[src/rtl/chrisruk_strip_decoder_if.sv]
// Strip-decoder bundle: 2-wire strip input plus decoded pixel/frame outputs.
// master drives the strip lines (driver or bench); slave is the decoder.
interface chrisruk_strip_decoder_if #(
    parameter int IDX_W = 6
) ();
    logic             led_clk;
    logic             led_data;
    logic             pix_valid;
    logic [IDX_W-1:0] pix_idx;
    logic [4:0]       pix_bright;
    logic [23:0]      pix_data;
    logic             frame_done;
    logic             frame_err;
    logic [7:0]       frame_count;

    modport master (
        output led_clk, led_data,
        input  pix_valid, pix_idx, pix_bright, pix_data,
        input  frame_done, frame_err, frame_count
    );

    modport slave (
        input  led_clk, led_data,
        output pix_valid, pix_idx, pix_bright, pix_data,
        output frame_done, frame_err, frame_count
    );
endinterface

[src/rtl/chrisruk_strip_decoder.sv]
// Decodes an APA102-style strip stream (32-bit zero start frame, 32-bit pixel words)
// back into per-pixel words and frame status pulses in the clk domain.
module chrisruk_strip_decoder #(
    parameter int NUM_LEDS = 64,
    parameter int IDX_W    = 6,
    parameter int TIMEOUT  = 4096
) (
    input  logic                    clk,
    input  logic                    reset_n,
    chrisruk_strip_decoder_if.slave bus
);
    localparam int                 TMO_W    = $clog2(TIMEOUT + 1);
    localparam logic [5:0]         RUN_FULL = 6'd32;
    localparam logic [IDX_W-1:0]   LAST_IDX = IDX_W'(NUM_LEDS - 1);
    localparam logic [TMO_W-1:0]   TMO_LAST = TMO_W'(TIMEOUT - 1);

    typedef enum logic {S_HUNT, S_PIXEL} state_t;

    // Two synchroniser flops per line plus one edge-detect stage; data uses the same
    // depth so the captured bit is the value seen during the last high sample of led_clk.
    logic [2:0]       r_clk_sync;
    logic [2:0]       r_dat_sync;
    logic             w_bit_stb;
    logic             w_bit;

    state_t           r_state,       w_state;
    logic [5:0]       r_run,         w_run;
    logic [4:0]       r_bitcnt,      w_bitcnt;
    logic [31:0]      r_shift,       w_shift;
    logic [IDX_W-1:0] r_target,      w_target;
    logic [TMO_W-1:0] r_tmo,         w_tmo;
    logic             r_pix_valid,   w_pix_valid;
    logic [IDX_W-1:0] r_pix_idx,     w_pix_idx;
    logic [4:0]       r_pix_bright,  w_pix_bright;
    logic [23:0]      r_pix_data,    w_pix_data;
    logic             r_frame_done,  w_frame_done;
    logic             r_frame_err,   w_frame_err;
    logic [7:0]       r_frame_count, w_frame_count;
    logic [31:0]      w_word;

    // NOTE: sequential state uses non-blocking assignments so every flop samples
    // pre-edge values regardless of statement order.
    always_ff @(posedge clk or negedge reset_n) begin
        if (!reset_n) begin
            r_clk_sync <= '0;
            r_dat_sync <= '0;
        end else begin
            r_clk_sync <= {r_clk_sync[1:0], bus.led_clk};
            r_dat_sync <= {r_dat_sync[1:0], bus.led_data};
        end
    end

    assign w_bit_stb = r_clk_sync[2] & ~r_clk_sync[1];
    assign w_bit     = r_dat_sync[2];

    // NOTE: every variable gets a default before the case so no latch is inferred.
    always_comb begin
        w_state       = r_state;
        w_run         = r_run;
        w_bitcnt      = r_bitcnt;
        w_shift       = r_shift;
        w_target      = r_target;
        w_tmo         = r_tmo;
        w_pix_valid   = 1'b0;
        w_pix_idx     = r_pix_idx;
        w_pix_bright  = r_pix_bright;
        w_pix_data    = r_pix_data;
        w_frame_done  = 1'b0;
        w_frame_err   = 1'b0;
        w_frame_count = r_frame_count;
        w_word        = {r_shift[30:0], w_bit};

        case (r_state)
            S_HUNT: begin
                w_tmo = '0;
                if (w_bit_stb) begin
                    if (!w_bit) begin
                        if (r_run != RUN_FULL) w_run = r_run + 6'd1;
                    end else if (r_run == RUN_FULL) begin
                        // This '1' is the MSB of pixel 0's header.
                        w_state  = S_PIXEL;
                        w_run    = '0;
                        w_bitcnt = 5'd1;
                        w_shift  = 32'd1;
                        w_target = '0;
                    end else begin
                        w_run = '0;
                    end
                end
            end

            S_PIXEL: begin
                if (w_bit_stb) begin
                    w_tmo    = '0;
                    w_shift  = w_word;
                    w_bitcnt = r_bitcnt + 5'd1;
                    if (r_bitcnt == 5'd31) begin
                        if (w_word[31:29] == 3'b111) begin
                            w_pix_valid  = 1'b1;
                            w_pix_idx    = r_target;
                            w_pix_bright = w_word[28:24];
                            w_pix_data   = w_word[23:0];
                            if (r_target == LAST_IDX) begin
                                w_frame_done  = 1'b1;
                                w_frame_count = r_frame_count + 8'd1;
                                w_state       = S_HUNT;
                                w_run         = '0;
                            end else begin
                                w_target = r_target + IDX_W'(1);
                            end
                        end else if (w_word == '0) begin
                            // A zero word ends a short frame and doubles as the next start frame.
                            w_frame_done = 1'b1;
                            w_frame_err  = 1'b1;
                            w_state      = S_HUNT;
                            w_run        = RUN_FULL;
                        end else begin
                            w_frame_done = 1'b1;
                            w_frame_err  = 1'b1;
                            w_state      = S_HUNT;
                            w_run        = '0;
                        end
                    end
                end else if (r_tmo == TMO_LAST) begin
                    w_frame_done = 1'b1;
                    w_frame_err  = 1'b1;
                    w_state      = S_HUNT;
                    w_run        = '0;
                    w_tmo        = '0;
                end else begin
                    w_tmo = r_tmo + TMO_W'(1);
                end
            end

            default: w_state = S_HUNT;
        endcase
    end

    always_ff @(posedge clk or negedge reset_n) begin
        if (!reset_n) begin
            r_state       <= S_HUNT;
            r_run         <= '0;
            r_bitcnt      <= '0;
            r_shift       <= '0;
            r_target      <= '0;
            r_tmo         <= '0;
            r_pix_valid   <= 1'b0;
            r_pix_idx     <= '0;
            r_pix_bright  <= '0;
            r_pix_data    <= '0;
            r_frame_done  <= 1'b0;
            r_frame_err   <= 1'b0;
            r_frame_count <= '0;
        end else begin
            r_state       <= w_state;
            r_run         <= w_run;
            r_bitcnt      <= w_bitcnt;
            r_shift       <= w_shift;
            r_target      <= w_target;
            r_tmo         <= w_tmo;
            r_pix_valid   <= w_pix_valid;
            r_pix_idx     <= w_pix_idx;
            r_pix_bright  <= w_pix_bright;
            r_pix_data    <= w_pix_data;
            r_frame_done  <= w_frame_done;
            r_frame_err   <= w_frame_err;
            r_frame_count <= w_frame_count;
        end
    end

    assign bus.pix_valid   = r_pix_valid;
    assign bus.pix_idx     = r_pix_idx;
    assign bus.pix_bright  = r_pix_bright;
    assign bus.pix_data    = r_pix_data;
    assign bus.frame_done  = r_frame_done;
    assign bus.frame_err   = r_frame_err;
    assign bus.frame_count = r_frame_count;
endmodule

[src/flat_wrapper.sv]
// flat-port wrapper written by rule: the top's interface ports become plain ports
module chrisruk_strip_decoder_flat 
#(
    parameter int NUM_LEDS = 64,
    parameter int IDX_W    = 6,
    parameter int TIMEOUT  = 4096
)
  (clk, reset_n, bus_led_clk, bus_led_data, bus_pix_valid, bus_pix_idx, bus_pix_bright, bus_pix_data, bus_frame_done, bus_frame_err, bus_frame_count);
  chrisruk_strip_decoder_if #(.IDX_W(IDX_W)) bus_i ();
  input  logic clk;
  input  logic reset_n;
  input wire logic [$bits(bus_i.led_clk)-1:0] bus_led_clk;
  input wire logic [$bits(bus_i.led_data)-1:0] bus_led_data;
  output wire logic [$bits(bus_i.pix_valid)-1:0] bus_pix_valid;
  output wire logic [$bits(bus_i.pix_idx)-1:0] bus_pix_idx;
  output wire logic [$bits(bus_i.pix_bright)-1:0] bus_pix_bright;
  output wire logic [$bits(bus_i.pix_data)-1:0] bus_pix_data;
  output wire logic [$bits(bus_i.frame_done)-1:0] bus_frame_done;
  output wire logic [$bits(bus_i.frame_err)-1:0] bus_frame_err;
  output wire logic [$bits(bus_i.frame_count)-1:0] bus_frame_count;
  assign bus_i.led_clk = bus_led_clk;
  assign bus_i.led_data = bus_led_data;
  assign bus_pix_valid = bus_i.pix_valid;
  assign bus_pix_idx = bus_i.pix_idx;
  assign bus_pix_bright = bus_i.pix_bright;
  assign bus_pix_data = bus_i.pix_data;
  assign bus_frame_done = bus_i.frame_done;
  assign bus_frame_err = bus_i.frame_err;
  assign bus_frame_count = bus_i.frame_count;
  chrisruk_strip_decoder #(.NUM_LEDS(NUM_LEDS), .IDX_W(IDX_W), .TIMEOUT(TIMEOUT)) u_core (.clk(clk), .reset_n(reset_n), .bus(bus_i));
endmodule
[config.mk]
export PLATFORM = sky130hd
export DESIGN_NAME = chrisruk_strip_decoder_flat
export DESIGN_NICKNAME = d
export VERILOG_FILES = /design/src/rtl/chrisruk_strip_decoder_if.sv /design/src/rtl/chrisruk_strip_decoder.sv /design/src/flat_wrapper.sv
export SDC_FILE = /design/constraint.sdc
export NUM_CORES = 1
export LEC_CHECK = 0
export CORE_UTILIZATION = 60
export DETAILED_ROUTE_END_ITERATION = 8
export PLACE_DENSITY = 0.82
export SLEW_MARGIN = 20
export SYNTH_ARGS = -nofsm -noshare
export SYNTH_HDL_FRONTEND = slang
export SYNTH_SLANG_ARGS = --single-unit
export TNS_END_PERCENT = 30
[constraint.sdc]
create_clock -name clk -period 2.7 [get_ports clk]
set_input_delay 0.405 -clock clk [delete_from_list [all_inputs] [get_ports clk]]
set_output_delay 0.405 -clock clk [all_outputs]
set_load 0.005 [all_outputs]
# Yosys cells after proc, flatten, opt, wreduce, memory -nomap -nowiden
# Cells that the tools add are included.
classes:
  addsub: 5
  n_mul: 0
  n_div: 0
  order_cmp: 0
  eq_ne: 17
  shifts: 0
  muxes: 54
  n_bitwise: 3
  reduce_logical: 6
op_table:
  columns: ["operator", "count"]
  rows:
  - ["two-way mux 31 bit", 4]
  - ["two-way mux 6 bit", 16]
  - ["one-hot mux 31 bit (2 select lines)", 1]
  - ["zero test 32 bit", 1]
  - ["two-way mux 13 bit", 2]
  - ["one-hot mux 13 bit (2 select lines)", 1]
  - ["one-hot mux 6 bit (2 select lines)", 2]
  - ["two-way mux 1 bit", 22]
  - ["two-way mux 5 bit", 4]
  - ["adder 13 x 1 -> 13 bit (second input constant)", 1]
  - ["equality test 13 x 12 -> 1 bit (second input constant)", 1]
  - ["adder 6 x 1 -> 6 bit (second input constant)", 2]
  - ["equality test 6 bit (second input constant)", 2]
  - ["one-hot mux 5 bit (2 select lines)", 1]
  - ["AND reduction 5 bit", 2]
  - ["adder 8 x 1 -> 8 bit (second input constant)", 1]
  - ["!= test 2 x 1 -> 1 bit (second input constant)", 4]
  - ["AND reduction 4 bit", 2]
  - ["AND reduction 7 bit", 1]
  - ["!= test 2 bit (second input constant)", 3]
  - ["!= test 6 bit (second input constant)", 1]
  - ["adder 5 x 1 -> 5 bit (second input constant)", 1]
  - ["equality test 5 bit (second input constant)", 1]
  - ["!= test 4 bit (second input constant)", 1]
  - ["other kinds (7)", 8]
totals:
  regBits: 114
  latchBits: 0
  mem_bits_rw: 0
  rom_bits: 0
  out_inout_bits: 46
  wordCells: 100
  mem_count: 0

# Longest topological paths before layout
# Gate-level depths: netlist of the first run.
depth:
  ltp_word: 6
  depth_mapped: 8

# Least setup slack after synthesis of the first run
# No wires, ideal clock.
synth_path:
  path_kind: "register to register"
  start: "reg u_core.r_tmo[0]"
  end: "reg u_core.r_run[2]"
  setup_time_ps: 126
  arrival_time_ps: 1640
  t_required_ps: 2574
  path_slack_ps: 934
  stages_incl_launch_ff: 7
  n_path_buf: 0
  period_less_slack_ps: 1766
  path_cell_list: "dfrtp_1 -> ha_1 -> nand4_2 -> nor4_2 -> a22oi_1 -> o21a_1 -> a221o_1"
synth_between:
  elab_chain_cells: 3
synth_rtl:
  columns: ["element", "line_no", "rtl"]
  rows:
  - ["from (decl)", "chrisruk_strip_decoder.sv:31", "logic [TMO_W-1:0] r_tmo, w_tmo;"]
  - ["from (signal assigned)", "chrisruk_strip_decoder.sv:160", "r_tmo <= w_tmo;"]
  - ["equality test 13 x 12 -> 1 bit", "chrisruk_strip_decoder.sv:124", "end else if (r_tmo == TMO_LAST) begin"]
  - ["!= test 3 x 2 -> 1 bit (no line)", null, null]
  - ["AND reduction 5 bit (no line)", null, null]
  - ["to (signal assigned)", "chrisruk_strip_decoder.sv:156", "r_run <= w_run;"]
  - ["to (decl)", "chrisruk_strip_decoder.sv:27", "logic [5:0] r_run, w_run;"]
# Every way passes these cells.
# A chain may end at the register's enable or synchronous reset.

# Worst setup path in the final report of the first run
layout_path:
  start: "reg u_core.r_bitcnt[0]"
  end: "reg u_core.r_target[3]"
layout_between:
  elab_chain_cells: 3
layout_rtl:
  columns: ["element", "line_no", "rtl"]
  rows:
  - ["from (decl)", "chrisruk_strip_decoder.sv:28", "logic [4:0] r_bitcnt, w_bitcnt;"]
  - ["from (signal assigned)", "chrisruk_strip_decoder.sv:157", "r_bitcnt <= w_bitcnt;"]
  - ["equality test 5 bit", "chrisruk_strip_decoder.sv:97", "if (r_bitcnt == 5'd31) begin"]
  - ["!= test 2 bit (no line)", null, null]
  - ["AND reduction 7 bit (no line)", null, null]
  - ["to (signal assigned)", "chrisruk_strip_decoder.sv:159", "r_target <= w_target;"]
  - ["to (decl)", "chrisruk_strip_decoder.sv:30", "logic [IDX_W-1:0] r_target, w_target;"]
# Every way passes these cells.

==> results.md, run 1 <==
- Busiest grt layer: met2
- CP arrival: 2370 ps
- Static Leak: 2.82 nW
- Worst Setup EP: u_core.r_target[3]
- M2 GR Usage: 40.9%
- Largest net degree at the start of global routing: 74
- Startpoint Class: register
- Met3 Use GR: 7.74%
- Synthesized net count: 462
- Maximum VDD drop: 0.000531 V
- CTS Buffer Depth: 2
- Final setup viols: 0
- Commonest non-fill, non-tap cells in the layout: nand2_1, dfrtp_1, clkdlybuf4s50_1, nand3_1, a22o_1
- Yosys warns: 0
- Via density: roughly 5.8
- Max_cap viols: 0
- Status: finished clean
- Synth Area per Inst: 10.5 µm²
- # clock sinks: 114
- Vias in the first global route: 3536
- Hold crit path type: in -> reg
- Number of synthesized flops with an enable pin: 0
- Worst reg2reg startpoint: u_core.r_bitcnt[0]
- Largest family of logic cells by synthesized area: simple AND/OR/NAND/NOR gates
- Initial antenna violation count: 0
- Starting Density: between 60 and 70%
- Max Fclk: 498 MHz
- Top cell type's share of synthesized area: 60.5%
- Simple-gate share of the synthesized area: between 20% and 30%
- Max FO, Critical Path: 8
- CTS tree: built
- Final nets: 520
- Total number of vias: around 3600
- RSZ-0062 raised after global routing: no
- Yosys cell types: 42
- Compound-Gate Fraction of Synth Area: 9.58%
- Root Buffer: clkbuf_8
- IO buf count: 49
- Register-to-Register Path Depth: 7
- Fraction of registers with async set/reset: 100%
- #FFs+latches synth: 114
- Post-Synthesis Cells: 451
- GRT Overall Usage: about a quarter
- Sum of negative setup slack: 0 ps
- Post-synth design cell area: approximately 0.0047 mm²
- Postcts setup bufs: 0
- Clk slew on worst S/H paths: 50 ps
- Leading cell type in the layout, fill and taps excluded: nand2_1
- Core Region: 0.00741 mm²
- Filler Cells Inserted: 443
- Latest clock arrival within the worst-skew pair: 510 ps
- CTS Buf Count: 17
- Iteration count of the initial detailed-routing pass: 5
- Layout cell share with drive strength beyond 1: 8.45%
- Crit path required time: 3060 ps
- Die Area: a little over 0.008 mm²
- Detailed-route wire length per cell: 15.6 µm
- DIE WIDTH: 90.7 µm
- Cts repair resizes: 0
- Starting DRT DRC Count: 215
- Floorplan row count: 31
- Multiplexer share of the synthesized area: 0.875%
- Clk_skew: between 7 and 8 ps
- R2R setup slack: 690 ps
- Area Overhead vs Synth: 24.6%
- H-Tree Depth: 4
- Final period utilization: 74.3%
- Final Hold Violating Endpoints: 0
- # DRC: 0
- Final worst path period need: 2010 ps
- Hpwl dp: 6.06 mm
- Seq/Total Area, Yosys: 60.5%
- Top cell type by total area after synthesis: dfrtp_1
- Power Dens Cells: 676 mW/mm²
- Crit path capture type: register
- First-pass GRT wire length: roughly 17 mm
- Synth Area in Adders: 1.86%
- Critical path type: reg -> reg
- Post-synth top flop: dfrtp_1
- CP startpoint: u_core.r_bitcnt[0]
- Reg-to-Reg End: u_core.r_target[3]
- Xor and xnor area share after synthesis: 3.53%
- Relative slew slack: 61.0%
- GRT overflow: 0
- IO Pins: 50
- Antenna fix cells: 0
- Largest cells by area after synthesis: dfrtp_1, nand2_1, a22o_1, nand3_1, xnor2_1
- Worst Max-Slew Pin Slew: 585 ps
- GR Util met1: between 30% and 40%
- Antenna Violating Nets Remaining: 0
- Die Y: 90.7 µm
- RD Place Congestion: 0.845
- Routed wire length: 9.70 mm
- Final Util: around four fifths
- Pins Over Slew Limit: 0
-- cells in the mapped netlist, drive strengths merged (3+ instances only) --
cell / n
xor2: 6
nor4: 11
o31ai: 3
xnor2: 13
buf: 12
nand3: 29
nor2: 21
nor3: 3
dfrtp: 114
nor2b: 3
nand2: 130
o21ai: 15
mux2i: 3
nand4: 5
and3: 8
a21oi: 3
nand2b: 3
ha: 7
inv: 8
a22o: 28
clkbuf: 6
-- sequential cells by signal (all words and copies together) (netlist names) --
| name | cells |
|---|---|
| u_core.r_target | 6 |
| u_core.bus.frame_count | 8 |
| u_core.r_tmo | 13 |
| u_core.r_run | 6 |
| u_core.bus.pix_bright | 5 |
| u_core.r_state | 1 |
| u_core.bus.pix_valid | 1 |
| u_core.r_bitcnt | 5 |
| u_core.bus.frame_err | 1 |
| u_core.r_dat_sync | 3 |
| u_core.bus.pix_data | 24 |
| u_core.r_clk_sync | 3 |
| u_core.bus.frame_done | 1 |
| u_core.bus.pix_idx | 6 |
| u_core.r_shift | 31 |
-- critical path: stages (launching register included) --
cell	delay, ps
dfrtp_1	400
ha_1	180
and3_1	160
ha_1	230
o2111ai_1	320
and2_1	330
o21ai_1	170
o31ai_1	90
-- layer usage --
layer  vias to the layer above  part of all wire (%)  routed length [µm]
li1                       1660                     -                   -
met1                      1792                    44                4250
met2                       103                    50                4830
met3                        24                   4.2                 410
met4                         0                   2.2                 211
met5                         -                     0                   0
-- metrics by stage --
stage               setup WS, ps  cells  area (µm²)  hold slack, ps  total power [mW]
finish                       693    620        5880             337              3.98
global route                 562    620        5880             338              4.10
CTS                          706    620        5880             328              3.99
detailed placement           728    588        5310             336              1.93
global placement             778    588        5310             336              1.91
floorplan                    934    451        4720             109              1.86
-- report_power, final --
part / switching, mW / internal (mW) / total [mW] / leakage (nW)
Combinational: 0.0732 / 0.0484 / 0.122 / 0.991
Clock: 0.770 / 1.30 / 2.07 / 0.259
Sequential: 0.0459 / 1.74 / 1.78 / 1.57
Total: 0.889 / 3.09 / 3.98 / 2.82
-- how the worst min path moves through the flow --
stage | startpoint | depth (start not counted) | endpoint | slack (ps)
global placement | u_core.r_dat_sync[0] | 0 | u_core.r_dat_sync[1] | 340
floorplan | reset_n | 0 | u_core.bus.frame_count[0] | 110
finish | bus_led_clk | 1 | u_core.r_clk_sync[0] | 340
CTS | bus_led_clk | 1 | u_core.r_clk_sync[0] | 330
global route | bus_led_clk | 1 | u_core.r_clk_sync[0] | 340
detailed placement | u_core.r_clk_sync[0] | 0 | u_core.r_clk_sync[1] | 340
-- cell type report --
cell class | instances | area (µm²) | area share [%]
Inverter | 8 | 30.0 | 0.511
Timing Repair Buffer | 57 | 563 | 9.58
Tap cell | 99 | 124 | 2.11
Clock inverter | 13 | 139 | 2.36
Multi-Input combinational cell | 311 | 1750 | 29.8
Clock buffer | 18 | 418 | 7.11
Sequential cell | 114 | 2850 | 48.5
-- logic make-up after synthesis --
group / Yosys count
xor gates and xnor gates: 19
and+or+nand+nor: 221
buffers and inverters: 26
muxes: 4
adders and majority gates: 7
AOI/OAI and AO/OA: 60
DFF: 114
-- what timing repair did --
action | CTS | global route
setup endpoints to repair | 0 | 0
hold buffers | 1 | 0
endpoints found under the hold margin | 41 | 0
Note: power is estimated with default switching activity, not from simulation.
==> run 2: changes to the inputs <==
Settings changed: CORE_UTILIZATION 60 to 56, PLACE_DENSITY 0.82 to 0.77.
Clock period 2.7 ns to 1.9 ns, I/O delays scaled along.
==> run 2 against run 1 <==
Compared with the run above:
- critical path depth decreased by 1
- largest cell class unchanged
- setup slack got worse by 630 ps
- critical path type unchanged
- final cell count increased by 3.5%
- critical endpoint is now u_core.r_run[2]
==> results.md, run 2 (synthesis results as in run 1) <==
- Logic pwr share: 2.8% (-0.3 points)
- Final setup viols: 0 (unchanged)
- Floorplan row count: 33 (+6.5%)
- Die Area: 0.00879 mm² (+7.0%)
- Detailed-route wire length per cell: 15.8 µm (+0.79%)
- Clk slew on worst S/H paths: 60 ps (about the same)
- Core Region: 0.00818 mm² (+10%)
- Relative slew slack: 60.0% (-0.92 points)
- Total number of vias: 3591 (+0.34%)
- IO Pins: 50 (unchanged)
- Register-to-Register Path Depth: 6 (-1)
- Iteration count of the initial detailed-routing pass: 4 (-1)
- Net Sw Power: 1.27 mW (+43%)
- Largest register FFs: 31 (unchanged)
- Largest Register: u_core.r_shift
- Slowest CP cell: dfrtp_1
- Starting DRT DRC Count: 278 (+29%)
- Max Fclk: 544 MHz (+9.1%)
- First-pass GRT wire length: 16.8 mm (+0.29%)
- Status: finished clean
- Power Dens Cells: 1030 mW/mm² (+52%)
- Leading cell type in the layout, fill and taps excluded: nand2_1
- Sw Share: 20.1% (-2.3 points)
- Worst Max-Slew Pin Slew: 599 ps (+14.4 ps)
- Clk_skew: 12.3 ps (+4.38 ps)
- Root Buffer: clkbuf_8
- RSZ-0062 raised after global routing: yes
- Largest net degree at the start of global routing: 115 (+55%)
- Min setup slack post-route: 60.2 ps (-632 ps)
- Final Util: 75.6% (-3.8 points)
- Latest clock arrival within the worst-skew pair: 520 ps (about the same)
- Initial antenna violation count: 0 (unchanged)
- # clock sinks: 114 (unchanged)
- Internal power: 5.07 mW (+64%)
- Min-delay src: bus_led_clk
- Vias in the first global route: 3608 (+2.0%)
- Hpwl dp: 6.22 mm (+2.6%)
- CP arrival: 2230 ps (-140 ps)
- Layout cell share with drive strength beyond 1: 12.8% (+4.4 points)
- Via density: 5.59 (-3.1%)
- IO buf count: 49 (unchanged)
- Crit path capture type: register
- # DRC: 0 (unchanged)
- Antenna Violating Nets Remaining: 0 (unchanged)
- Final worst path period need: 1840 ps (-168 ps)
- Crit path required time: 2290 ps (-770 ps)
- CTS Buf Count: 17 (unchanged)
- R2R setup slack: 60 ps (-630 ps)
- Worst hold stages: 1 (unchanged)
- Final Hold Violating Endpoints: 0 (unchanged)
- Routed wire length: 10.1 mm (+4.4%)
- Static Leak: 3.00 nW (+6.3%)
- Max stage delay on crit path: 410 ps (about the same)
- GRT Overall Usage: 25.1% (-1.1 points)
- Final period utilization: 96.8% (+22 points)
- Seq pwr share: 39.9% (-4.9 points)
- Area Overhead vs Synth: 31.0%
- GRT overflow: 0 (unchanged)
- Clock share of power: 57.3% (+5.2 points)
- Final nets: 535 (+2.9%)
- Filler Cells Inserted: 511 (+15%)
- Hold endpoint: u_core.r_clk_sync[0]
- Die Y: 93.8 µm (+3.4%)
- Reg-to-Reg End: u_core.r_run[2]
- Starting Density: 57.7% (-6.0 points)
- Area post-placement: 0.00542 mm² (+2.1%)
- CTS Buffer Depth: 2 (unchanged)
- Critical path type: reg -> reg
- Commonest non-fill, non-tap cells in the layout: nand2_1, dfrtp_1, clkdlybuf4s50_1, nand3_1, a22o_1
- Worst-path cell chain: ha_1, nand3_1, nor2_1, o21ai_1, o21a_1, a221o_1
- Fin area: 0.00618 mm² (+5.1%)
- Worst reg2reg startpoint: u_core.r_target[0]
- Hold crit path type: in -> reg
- Pins Over Slew Limit: 0 (unchanged)
- Max FO, Critical Path: 5 (-3)
- RD Place Congestion: 0.823 (-2.6%)
- Maximum VDD drop: 0.000631 V (+19%)
- CTS tree: built
- H-Tree Depth: 4 (unchanged)
- Max_cap viols: 0 (unchanged)
- Pre-CTS WS: 6.53 ps (-722 ps)
- DIE WIDTH: 93.8 µm (+3.4%)
- Startpoint Class: register
- Antenna fix cells: 0 (unchanged)
## run 2: cell count changes in the layout (fill, tap and decap cells not counted), moves of 2 or more
cell / change
clkinvlp_4: -4
o21ai_1: -2
o21ai_2: +2
buf_4: +14
bufinv_16: +5
nor4_2: -2
ha_2: +3
nor4_4: +2
ha_1: -3
## run 2: stage by stage
step | setup TNS (ps) | hold slack, ps | std cells | total power [mW]
floorplan | 0 | -10.6 | 451 | 2.65
global placement | 0 | 332 | 606 | 2.73
detailed placement | 0 | 340 | 606 | 2.74
CTS | 0 | 206 | 640 | 6.37
global route | -177 | 222 | 642 | 6.51
finish | 0 | 216 | 642 | 6.34
## run 2: worst max-delay path, delay by kind of cell (launching register included)
kind,cells,cell delay (ps)
AO/OA/AOI/OAI,3,760
flip-flops,1,410
AND/OR/NAND/NOR,2,340
adder cells (fa/ha/maj),1,220
## run 2: timing repair
item                                    in CTS  in global routing
pin swaps                                    1                  4
endpoints found under the hold margin      114                  0
endpoints found under the setup margin       1                 15
hold buffers                                 1                  0
gates resized for setup                      0                 11
buffers inserted                             1                  2
## run 2: area by class of cell
type / instances / area (µm²) / share of cell area (%)
tap: 105 / 131 / 2.13
multi-input combinational: 311 / 1800 / 29.1
clock inverter: 14 / 259 / 4.19
timing repair buffer: 72 / 688 / 11.1
sequential: 114 / 2850 / 46.2
inverter: 8 / 30.0 / 0.486
clock buffer: 18 / 418 / 6.77
## run 2: how the worst max path moves through the flow
stage / from / to / slack, ps / cells after the start
global route: u_core.r_bitcnt[0] / u_core.bus.frame_count[4] / -40 / 7
global placement: u_core.r_run[0] / u_core.r_target[3] / 100 / 7
finish: u_core.r_target[0] / u_core.r_run[2] / 60 / 6
CTS: u_core.r_tmo[0] / u_core.r_run[2] / 10 / 6
detailed placement: u_core.r_run[0] / u_core.r_target[3] / 7 / 7
floorplan: u_core.r_tmo[0] / u_core.r_run[2] / 130 / 6
## run 2: power groups by stage
stage	clock [mW]	sequential [mW]	combinational, mW
floorplan	0	2.56	0.0900
global placement	0	2.56	0.163
detailed placement	0	2.57	0.175
CTS	3.67	2.52	0.176
global route	3.78	2.53	0.200
finish	3.63	2.53	0.176
## run 2: routing by layer
layer	wire length, µm	share of wire [%]	global-route usage (%)
met3	385	3.8	5.58
met2	5220	52	41.7
met1	4410	44	32.0
met5	0	0	0
met4	102	1.0	9.87
==> run 3: changes to the inputs <==
Settings changed: CORE_UTILIZATION 56 to 55, PLACE_DENSITY 0.77 to 0.76.
==> run 3 against run 2 <==
Compared with the run above:
- non-clock buffer count up 3
- utilization down 1.9 points
- count of clock-buffer cells in the layout down 1
- via count down 1.3%
- final cell count up 0.47%
==> results.md, run 3 (synthesis results as in run 1) <==
- Status: finished clean
- GRT overflow: 0 (unchanged)
- Via density: 5.49 (-1.8%)
- Total number of vias: 3543 (-1.3%)
- Iteration count of the initial detailed-routing pass: 4 (unchanged)
- IO buf count: 49 (unchanged)
- Startpoint Class: register
- RSZ-0062 raised after global routing: yes
- Worst reg2reg startpoint: u_core.r_target[1]
- Latest clock arrival within the worst-skew pair: 520 ps (about the same)
- Commonest non-fill, non-tap cells in the layout: nand2_1, dfrtp_1, clkdlybuf4s50_1, nand3_1, a22o_1
- Final nets: 538 (+0.56%)
- Worst Max-Slew Pin Slew: 389 ps (-210 ps)
- Largest net degree at the start of global routing: 53 (-54%)
- Antenna Violating Nets Remaining: 0 (unchanged)
- Core Region: 0.00826 mm² (+1.0%)
- Vias in the first global route: 3556 (-1.4%)
- Antenna fix cells: 0 (unchanged)
- Max_cap viols: 0 (unchanged)
- Worst Hold Slack: 205 ps (-11.0 ps)
- Final Hold Violating Endpoints: 0 (unchanged)
- Power Dens Cells: 920 mW/mm² (-10%)
- Largest Register: u_core.r_shift
- CTS tree: built
- First-pass GRT wire length: 16.6 mm (-1.2%)
- Fin area: 0.00609 mm² (-1.5%)
- CTS Buffer Depth: 2 (unchanged)
- Clk_skew: 9.19 ps (-3.10 ps)
- IO Pins: 50 (unchanged)
- Area Overhead vs Synth: 29.0%
- Max Fclk: 544 MHz (+0.10%)
- Leading cell type in the layout, fill and taps excluded: nand2_1
- Crit path required time: 2290 ps (about the same)
- Die Y: 94.6 µm (+0.89%)
- Die Area: 0.00895 mm² (+1.8%)
- Final worst path period need: 1840 ps (-1.89 ps)
- Starting DRT DRC Count: 211 (-24%)
- # clock sinks: 114 (unchanged)
- Clk slew on worst S/H paths: 60 ps (about the same)
- Max FO, Critical Path: 7 (+2)
- RD Place Congestion: 0.773 (-6.0%)
- Layout cell share with drive strength beyond 1: 13.5% (+0.67 points)
- Routed wire length: 9.94 mm (-1.8%)
- Filler Cells Inserted: 574 (+12%)
- Crit path capture type: register
- Non-filler cells, final: 645 (+0.47%)
- Power, Total: 5.60 mW (-12%)
- Root Buffer: clkbuf_8
- Critical path type: reg -> reg
- Min-delay src: bus_led_data
- Hold crit path type: in -> reg
- CP arrival: 2230 ps (about the same)
- Detailed-route wire length per cell: 15.4 µm (-2.2%)
- Area post-placement: 0.00547 mm² (+0.83%)
- Final period utilization: 96.7% (-0.10 points)
- DIE WIDTH: 94.6 µm (+0.89%)
- Initial antenna violation count: 0 (unchanged)
- H-Tree Depth: 4 (unchanged)
- GRT Overall Usage: 24.9% (-0.25 points)
- Pins Over Slew Limit: 0 (unchanged)
- Relative slew slack: 74.1% (+14 points)
- Maximum VDD drop: 0.000765 V (+21%)
- Starting Density: 57.1% (-0.58 points)
- Final setup viols: 0 (unchanged)
- CP startpoint: u_core.r_target[1]
- Postcts setup bufs: 0 (-1)
- Largest register FFs: 31 (unchanged)
- Static Leak: 2.94 nW (-2.1%)
- Floorplan row count: 33 (unchanged)
- Hpwl dp: 6.27 mm (+0.95%)
- CTS Buf Count: 17 (unchanged)
- # DRC: 0 (unchanged)
- Dpl cells: 612 (+0.99%)
-- run 3: cell types whose count changed in the layout (fill, tap and decap cells not counted), sizes merged --
cell | before | now
clkbuf | 18 | 17
bufinv | 7 | 1
inv | 9 | 10
clkinvlp | 1 | 6
clkinv | 5 | 6
buf | 23 | 26
-- run 3: worst max-delay path, cell delays in order (launching register included) --
cell,delay (ps)
dfrtp_1,400
ha_2,220
nand3_1,150
buf_4,200
o2111ai_1,260
buf_4,200
nor2b_1,50
o21ai_1,130
o31ai_1,100
-- run 3: what timing repair did --
action	CTS	global route
resized for setup	2	11
pin swaps	0	2
endpoints found under the hold margin	26	0
setup endpoints to repair	2	43
hold buffers	1	0
-- run 3: final timing paths --
path,end,slack [ps],cells after the start
setup / recovery,u_core.r_target[3],60,8
hold / removal,u_core.r_dat_sync[0],210,1
setup reg to reg,u_core.r_target[3],60,8
hold reg to reg,u_core.r_dat_sync[1],360,0
max in group asynchronous,u_core.r_shift[5],1060,3
min in group asynchronous,u_core.bus.pix_idx[2],240,2
-- run 3: report_power, final --
part           switching [mW]  leakage [nW]  internal, mW  total (mW)
Clock                    1.16         0.253          1.74        2.89
Sequential             0.0594          1.57          2.47        2.53
Combinational           0.104          1.11        0.0788       0.183
-- run 3: metal layers --
metal | global-route usage [%] | vias up | share of wire, %
li1 | - | 1702 | -
met1 | 31.4 | 1766 | 44
met2 | 41.3 | 64 | 51
met3 | 6.52 | 11 | 2.9
met4 | 8.96 | 0 | 1.2
met5 | 0 | - | 0
-- run 3: final cells by class --
cell class | count | area, µm² | area share (%)
Clock buffer | 17 | 414 | 6.81
Clock inverter | 15 | 138 | 2.26
Inverter | 8 | 30.0 | 0.493
Multi-Input combinational cell | 311 | 1810 | 29.7
Sequential cell | 114 | 2850 | 46.9
Tap cell | 105 | 131 | 2.16
Timing Repair Buffer | 75 | 714 | 11.7
-- run 3: stage by stage --
step | setup TNS [ps] | setup slack [ps] | util (%)
global placement | 0 | 91.9 | 66.2
detailed placement | -7.29 | -7.29 | 66.2
global route | -42.2 | -34.8 | 73.7
CTS | 0 | 25.7 | 73.2
floorplan | 0 | 134 | -
finish | 0 | 62.1 | 73.7
